$ cat src/rtl/lsu_bus_initiator.sv
// Single-outstanding load/store initiator: checks alignment and range, drives a req/ack memory
// bus with an ack timeout, and returns a one-cycle registered response pulse.
module lsu_bus_initiator #(
    parameter int unsigned ADDR_LIMIT     = 1024,
    parameter int unsigned TIMEOUT_CYCLES = 255
) (
    input  logic        clk,
    input  logic        rst,
    input  logic        core_valid,
    output logic        core_ready,
    input  logic        core_write,
    input  logic [31:0] core_addr,
    input  logic [31:0] core_wdata,
    output logic        rsp_valid,
    output logic [31:0] rsp_rdata,
    output logic        rsp_err,
    output logic        bus_req,
    output logic        bus_we,
    output logic [31:0] bus_addr,
    output logic [31:0] bus_wdata,
    input  logic        bus_ack,
    input  logic [31:0] bus_rdata
);

    localparam int unsigned CntW = $clog2(TIMEOUT_CYCLES + 1);
    // The edge that would take the counter to TIMEOUT_CYCLES is the abort edge.
    localparam logic [CntW-1:0] CntLast = CntW'(TIMEOUT_CYCLES - 1);

    typedef enum logic [1:0] {StInit, StIdle, StBus, StResp} state_e;

    state_e          state;
    logic [CntW-1:0] cnt;
    logic            addr_bad;

    always_comb begin
        addr_bad = (core_addr[1:0] != 2'b00) || (core_addr >= ADDR_LIMIT);
    end

    always_ff @(posedge clk or negedge rst) begin
        if (!rst) begin
            state      <= StInit;
            cnt        <= '0;
            core_ready <= 1'b0;
            rsp_valid  <= 1'b0;
            rsp_rdata  <= '0;
            rsp_err    <= 1'b0;
            bus_req    <= 1'b0;
            bus_we     <= 1'b0;
            bus_addr   <= '0;
            bus_wdata  <= '0;
        end else begin
            case (state)
                StInit: begin
                    state      <= StIdle;
                    core_ready <= 1'b1;
                end
                StIdle: begin
                    if (core_valid) begin
                        core_ready <= 1'b0;
                        if (addr_bad) begin
                            state     <= StResp;
                            rsp_valid <= 1'b1;
                            rsp_err   <= 1'b1;
                            rsp_rdata <= '0;
                        end else begin
                            state     <= StBus;
                            cnt       <= '0;
                            bus_req   <= 1'b1;
                            bus_we    <= core_write;
                            bus_addr  <= {core_addr[31:2], 2'b00};
                            bus_wdata <= core_wdata;
                        end
                    end
                end
                StBus: begin
                    // Ack takes priority over a timeout on the same edge.
                    if (bus_ack) begin
                        state     <= StResp;
                        bus_req   <= 1'b0;
                        bus_we    <= 1'b0;
                        rsp_valid <= 1'b1;
                        rsp_err   <= 1'b0;
                        rsp_rdata <= bus_we ? 32'd0 : bus_rdata;
                    end else if (cnt == CntLast) begin
                        state     <= StResp;
                        bus_req   <= 1'b0;
                        bus_we    <= 1'b0;
                        rsp_valid <= 1'b1;
                        rsp_err   <= 1'b1;
                        rsp_rdata <= '0;
                    end else begin
                        cnt <= cnt + CntW'(1);
                    end
                end
                StResp: begin
                    state      <= StIdle;
                    rsp_valid  <= 1'b0;
                    core_ready <= 1'b1;
                end
                default: begin
                    state <= StInit;
                end
            endcase
        end
    end

endmodule

$ cat config.mk
export PLATFORM = sky130hd
export DESIGN_NAME = lsu_bus_initiator
export DESIGN_NICKNAME = d
export VERILOG_FILES = /design/src/rtl/lsu_bus_initiator.sv
export SDC_FILE = /design/constraint.sdc
export NUM_CORES = 1
export LEC_CHECK = 0
export BUFFER_PORTS_ARGS = -buffer_cell sky130_fd_sc_hd__buf_2
export CORE_MARGIN = 2
export CORE_UTILIZATION = 52
export DETAILED_ROUTE_END_ITERATION = 16
export GPL_TIMING_DRIVEN = 0
export PLACE_DENSITY = 0.82
export SLEW_MARGIN = 10
export SYNTH_ARGS = -nofsm -noshare
export SYNTH_HDL_FRONTEND = slang
export SYNTH_SLANG_ARGS = --single-unit
$ cat constraint.sdc
create_clock -name clk -period 4.15 [get_ports clk]
set_input_delay 0.415 -clock clk [delete_from_list [all_inputs] [get_ports clk]]
set_output_delay 0.415 -clock clk [all_outputs]
set_load 0.02 [all_outputs]
After elaboration in Yosys (flattened, before gate mapping) --
Index checks and enable logic that the tools add are counted.
Word-level totals: word-level logic and storage cells 70, bits in registers 109, output and inout port bits 101
Cells by class: multiplexer cells 33, add/sub/neg operators 1, reductions and logical operators 14, bitwise gates (word level) 1, eq/ne operators 10, magnitude comparators 1
Operators with widths (count):
- 2-to-1 mux 32 bit | 5
- one-hot mux 32 bit (2 select lines) | 1
- greater-or-equal comparator 32 x 11 -> 1 bit (second input constant) | 1
- 2-to-1 mux 8 bit | 4
- one-hot mux 8 bit (2 select lines) | 1
- 2-to-1 mux 1 bit | 13
- AND reduction 4 bit | 3
- inequality test 2 bit (second input constant) | 5
- adder 8 x 1 -> 8 bit (second input constant) | 1
- == test 8 bit (second input constant) | 1
- one-hot mux 1 bit (2 select lines) | 4
- 2-to-1 mux 2 bit | 3
- one-hot mux 2 bit (3 select lines) | 1
- nonzero test 2 bit | 3
- AND reduction 5 bit | 1
- == test 2 bit (second input constant) | 2
- AND reduction 2 bit | 2
- inequality test 3 bit (second input constant) | 1
- one-hot mux 1 bit (3 select lines) | 1
- AND reduction 3 bit | 1
- nonzero test 3 bit | 1
- == test 2 x 1 -> 1 bit (second input constant) | 1
- logical NOT 2 bit | 1
- OR reduction 2 bit | 1
- 2 further kinds | 2

Longest topological paths before layout --
depth in word-level cells 5, mapped depth 8

Worst setup path before layout --
OpenSTA, ideal clock, no wires.
kind input -> register, start point input core_addr[29], end point register bus_wdata[0], stages 5, path buffers 1, slack 2360 ps, data required time 4025 ps, arrival time 1665 ps, path through nor4_2 and4_1 nand4_4 buf_6 mux2_4
Between the ends: word-level cells in the longest chain between the ends 4
RTL lines:
- from (decl) | line 12 | input logic [31:0] core_addr,
- greater-or-equal comparator 32 x 11 -> 1 bit | line 36 | addr_bad = (core_addr[1:0] != 2'b00) || (core_addr >= ADDR_LIMIT);
- logical OR 1 bit | line 36
- inverter 1 bit (no source line)
- AND reduction 3 bit (no source line)
- to (signal assigned) | line 71 | bus_wdata <= core_wdata;
- to (decl) | line 20 | output logic [31:0] bus_wdata,
No other way between the ends. A chain may end at the register's enable or synchronous reset.

Worst setup path after layout --
start point register cnt[0], end point register rsp_rdata[1]
Between the ends: word-level cells in the longest chain between the ends 3
RTL lines:
- from (decl) | line 32 | logic [CntW-1:0] cnt;
- from (signal assigned) | line 92 | cnt <= cnt + CntW'(1);
- == test 8 bit | line 84 | end else if (cnt == CntLast) begin
- inequality test 3 bit (no source line)
- AND reduction 4 bit (no source line)
- to (signal assigned) | line 83 | rsp_rdata <= bus_we ? 32'd0 : bus_rdata;
- to (decl) | line 15 | output logic [31:0] rsp_rdata,
No other way between the ends.

==> impl_results.md <==
- RSZ-0062 raised after global routing: no
- Total number of vias: 3,484
- Cells after DPL: 683
- Netlist cell types: 42
- CTS hold repair buffers: 1
- Setup crit start kind: flip-flop
- CTS tree: yes
- Vias per inst: 4.98
- I/O pin cnt: 202
- Buf/Inv on CP: 2
- Syn_area_per_cell: 12.8 um^2
- Sequential share of the synthesized area: 57.1%
- Clock Tree Buf Depth: 2
- Largest net degree at the start of global routing: 67
- Rel. slew slack: 58.6%
- DP HPWL: 7.97 mm
- Synth Instances: 374
- Setup Buffers After CTS: 0
- Syn-to-layout area delta: 29.8%
- Drt wl/cell: 15.2 um
- Mux contribution to synthesized area: 19.5%
- TNS Setup: 0 ns
- Diodes inserted: 0
- Worst path arrival time: 2.43 ns
- Tmin final: 2.16 ns
- Root buffer cell: clkbuf_8
- Clock Sinks: 109
- Synthesis Warnings: 0
- Crit-path cells: inv_1 > ha_1 > nand3_1 > o21ai_2 > o21ai_1 > a21oi_2 > buf_6 > mux2i_1
- CTS buffer count: 9
- Fin crit share: 52.0%
- Clk slew on worst S/H paths: 0.11 ns
- Reg2reg setup slack: 1.99 ns
- Post-Synth XOR/XNOR Area: 0%
- WP data required: 4.42 ns
- Antenna-violating nets left: 0
- EDFF count, synth: 0
- Simple-gate share of the synthesized area: 11.3%
- WHS Path Cells: 2
- DRT iter0 DRCs: 83
- Non-Filler Instances: 699
- Number of fill cells: 683
- Asr flop ratio synth: 100%
- Slew of the pin with the lowest slew margin: 0.613 ns
- Cell row count: 34
- H-tree levels: 3
- FF+latch area: 0.00273 mm^2
- Compound-Gate Fraction of Synth Area: 4.85%
- Largest fanout on the critical path: 10
- DRC errors left: 0
- CP max-delay cell: dfrtp_1
- Post-synth top cells: dfrtp_1, nand2_1, inv_1
- Starting density of the core: 54.2%
- 1st-pass router iterations: 4
- Final slew viol count: 0
- Footprint of the multi-input gates: 0.00178 mm^2
- Ys flop type: dfrtp_1
- Total core area: 0.00881 mm^2
- Final Setup Violations: 0
- CP peak stage delay: 0.42 ns
- Most common cell in the netlist: dfrtp_1
- Clock skew: 0.0153 ns
- CP Capture Type: flip-flop
- WS Path Type: flip-flop to flip-flop
- Chip Height: 99.8 um
- Area contributors post-synth: dfrtp_1, mux2_4, mux2i_1
- Initial antenna violation count: 0
- Top Family by Delay on Critical Path: compound AO/OA/AOI/OAI gates
- Leakage power: 3.50 nW
- Synth Cell Area: 0.00478 mm^2
- Peak Freq: 463 MHz
- Die W: 99.8 um
- Synth top area share: 57.1%
- IO buf count: 199
- Remaining global-route overflow: 0
- Post-synthesis register bit count: 109
- VDD IR max: 246 uV
- PwrDens: 358 mW/mm^2
- Fin. Hold Viols: 0
- Largest family of logic cells by synthesized area: multiplexers
- Routed Wire Length: 10.6 mm
- Vias in the first global route: 3,560
- Layout cell share with drive strength beyond 1: 46.4%
- Max Cap Violations: 0
- Worst r2r path cells: 8
- GP Congestion: 0.807
- Die ar.: 0.00997 mm^2
- Adder-Cell Fraction of Synth Area: 1.57%
- Outcome: finished, final reports clean
- Skew-Pair Late Insertion Delay: 0.36 ns
- NumNets Final: 694
- Gr usage total: 21.5%
- Post-cts sizing count: 0
- Hold Path Class: input pin to flip-flop
- Largest area contributor in the netlist: dfrtp_1
- Global-route wire length before repair: 17.0 mm
- Worst path depth: 8
-- routing by layer --
layer,track usage (%),up-vias,wire length (um)
li1,-,1678,-
met4,6.43,0,110
met1,27.3,1672,4520
met5,0,-,0
met3,3.97,9,606
met2,37.7,125,5370
-- state kept, by name, indices dropped and copies added, names as in the netlist --
name,flops
bus_req,1
rsp_rdata,32
state,2
bus_we,1
bus_addr,30
core_ready,1
bus_wdata,32
rsp_err,1
cnt,8
rsp_valid,1
-- worst reg2reg max path, cell delays in order, from the launching register on --
cell and delay [ns]:
dfrtp_1 0.42, inv_1 0.15, ha_1 0.20, nand3_1 0.12, o21ai_2 0.22, o21ai_1 0.11
a21oi_2 0.40, buf_6 0.25, mux2i_1 0.21
-- area by class of cell --
class	count	share of cell area, %
flip-flops and latches	109	44.0
multi-input cells	211	28.8
repair buffers	201	16.8
inverters	39	2.36
clock buffers	10	2.22
well taps	108	2.18
plain buffers	16	1.96
clock inverters	5	1.72
-- through the flow --
| step | total power, W | setup WS [ns] | utilization, % | cell area [um^2] | hold slack (ns) |
|---|---|---|---|---|---|
| 6_report | 0.00222 | 1.99 | 70.4 | 6200 | 0.272 |
| 4_1_cts | 0.00224 | 2.00 | 70.4 | 6200 | 0.255 |
| 5_1_grt | 0.00231 | 1.78 | 70.4 | 6200 | 0.259 |
| 3_5_place_dp | 0.00147 | 1.99 | 67.5 | 5940 | 0.367 |
| 3_3_place_gp | 0.00146 | 1.54 | 67.1 | 5910 | 0.466 |
| 2_1_floorplan | 0.00135 | 2.36 | - | 4780 | 0.119 |
-- cell usage in the layout, fill, tap and decap left out, types with 4 or more instances in the layout --
cell and n:
nor2_1 6, dfrtp_1 109, ha_1 6, inv_1 39
buf_2 199, mux2i_1 34, buf_6 8, nor2b_1 4
clkbuf_8 10, o21ai_1 4, and2_1 25, mux2_4 37
nor4_2 4, a21oi_1 5, nand2_1 40, clkbuf_1 6
-- report_power, final --
part,switching [W],leakage (nW),internal (W),total [W]
Combinational,0.000194,1.90,0.000167,0.000361
Sequential,0.00000978,1.48,0.00108,0.00109
Clock,0.000355,0.119,0.000417,0.000772
Total,0.000559,3.50,0.00166,0.00222
-- kinds of logic (layout without fill, tap and decap cells) --
kind of cell,after synthesis,after routing
AOI/OAI and AO/OA,32,32
DFF,109,109
adders and majority gates,6,6
muxes,74,74
buffers and inverters,55,271
other,1,2
and+or+nand+nor,97,97
-- path summary, 6_finish.rpt --
kind,start,endpoint
min in group asynchronous,rst,bus_addr[11]$_DFFE_PN0P_
max in group asynchronous,rst,bus_addr[15]$_DFFE_PN0P_
setup reg to reg,cnt[0]$_DFFE_PN0P_,rsp_rdata[1]$_DFFE_PN0P_
hold / removal,core_wdata[1],bus_wdata[1]$_DFFE_PN0P_
hold reg to reg,bus_addr[14]$_DFFE_PN0P_,bus_addr[14]$_DFFE_PN0P_
setup / recovery,cnt[0]$_DFFE_PN0P_,rsp_rdata[1]$_DFFE_PN0P_
Power figures use the tool's default switching activity.
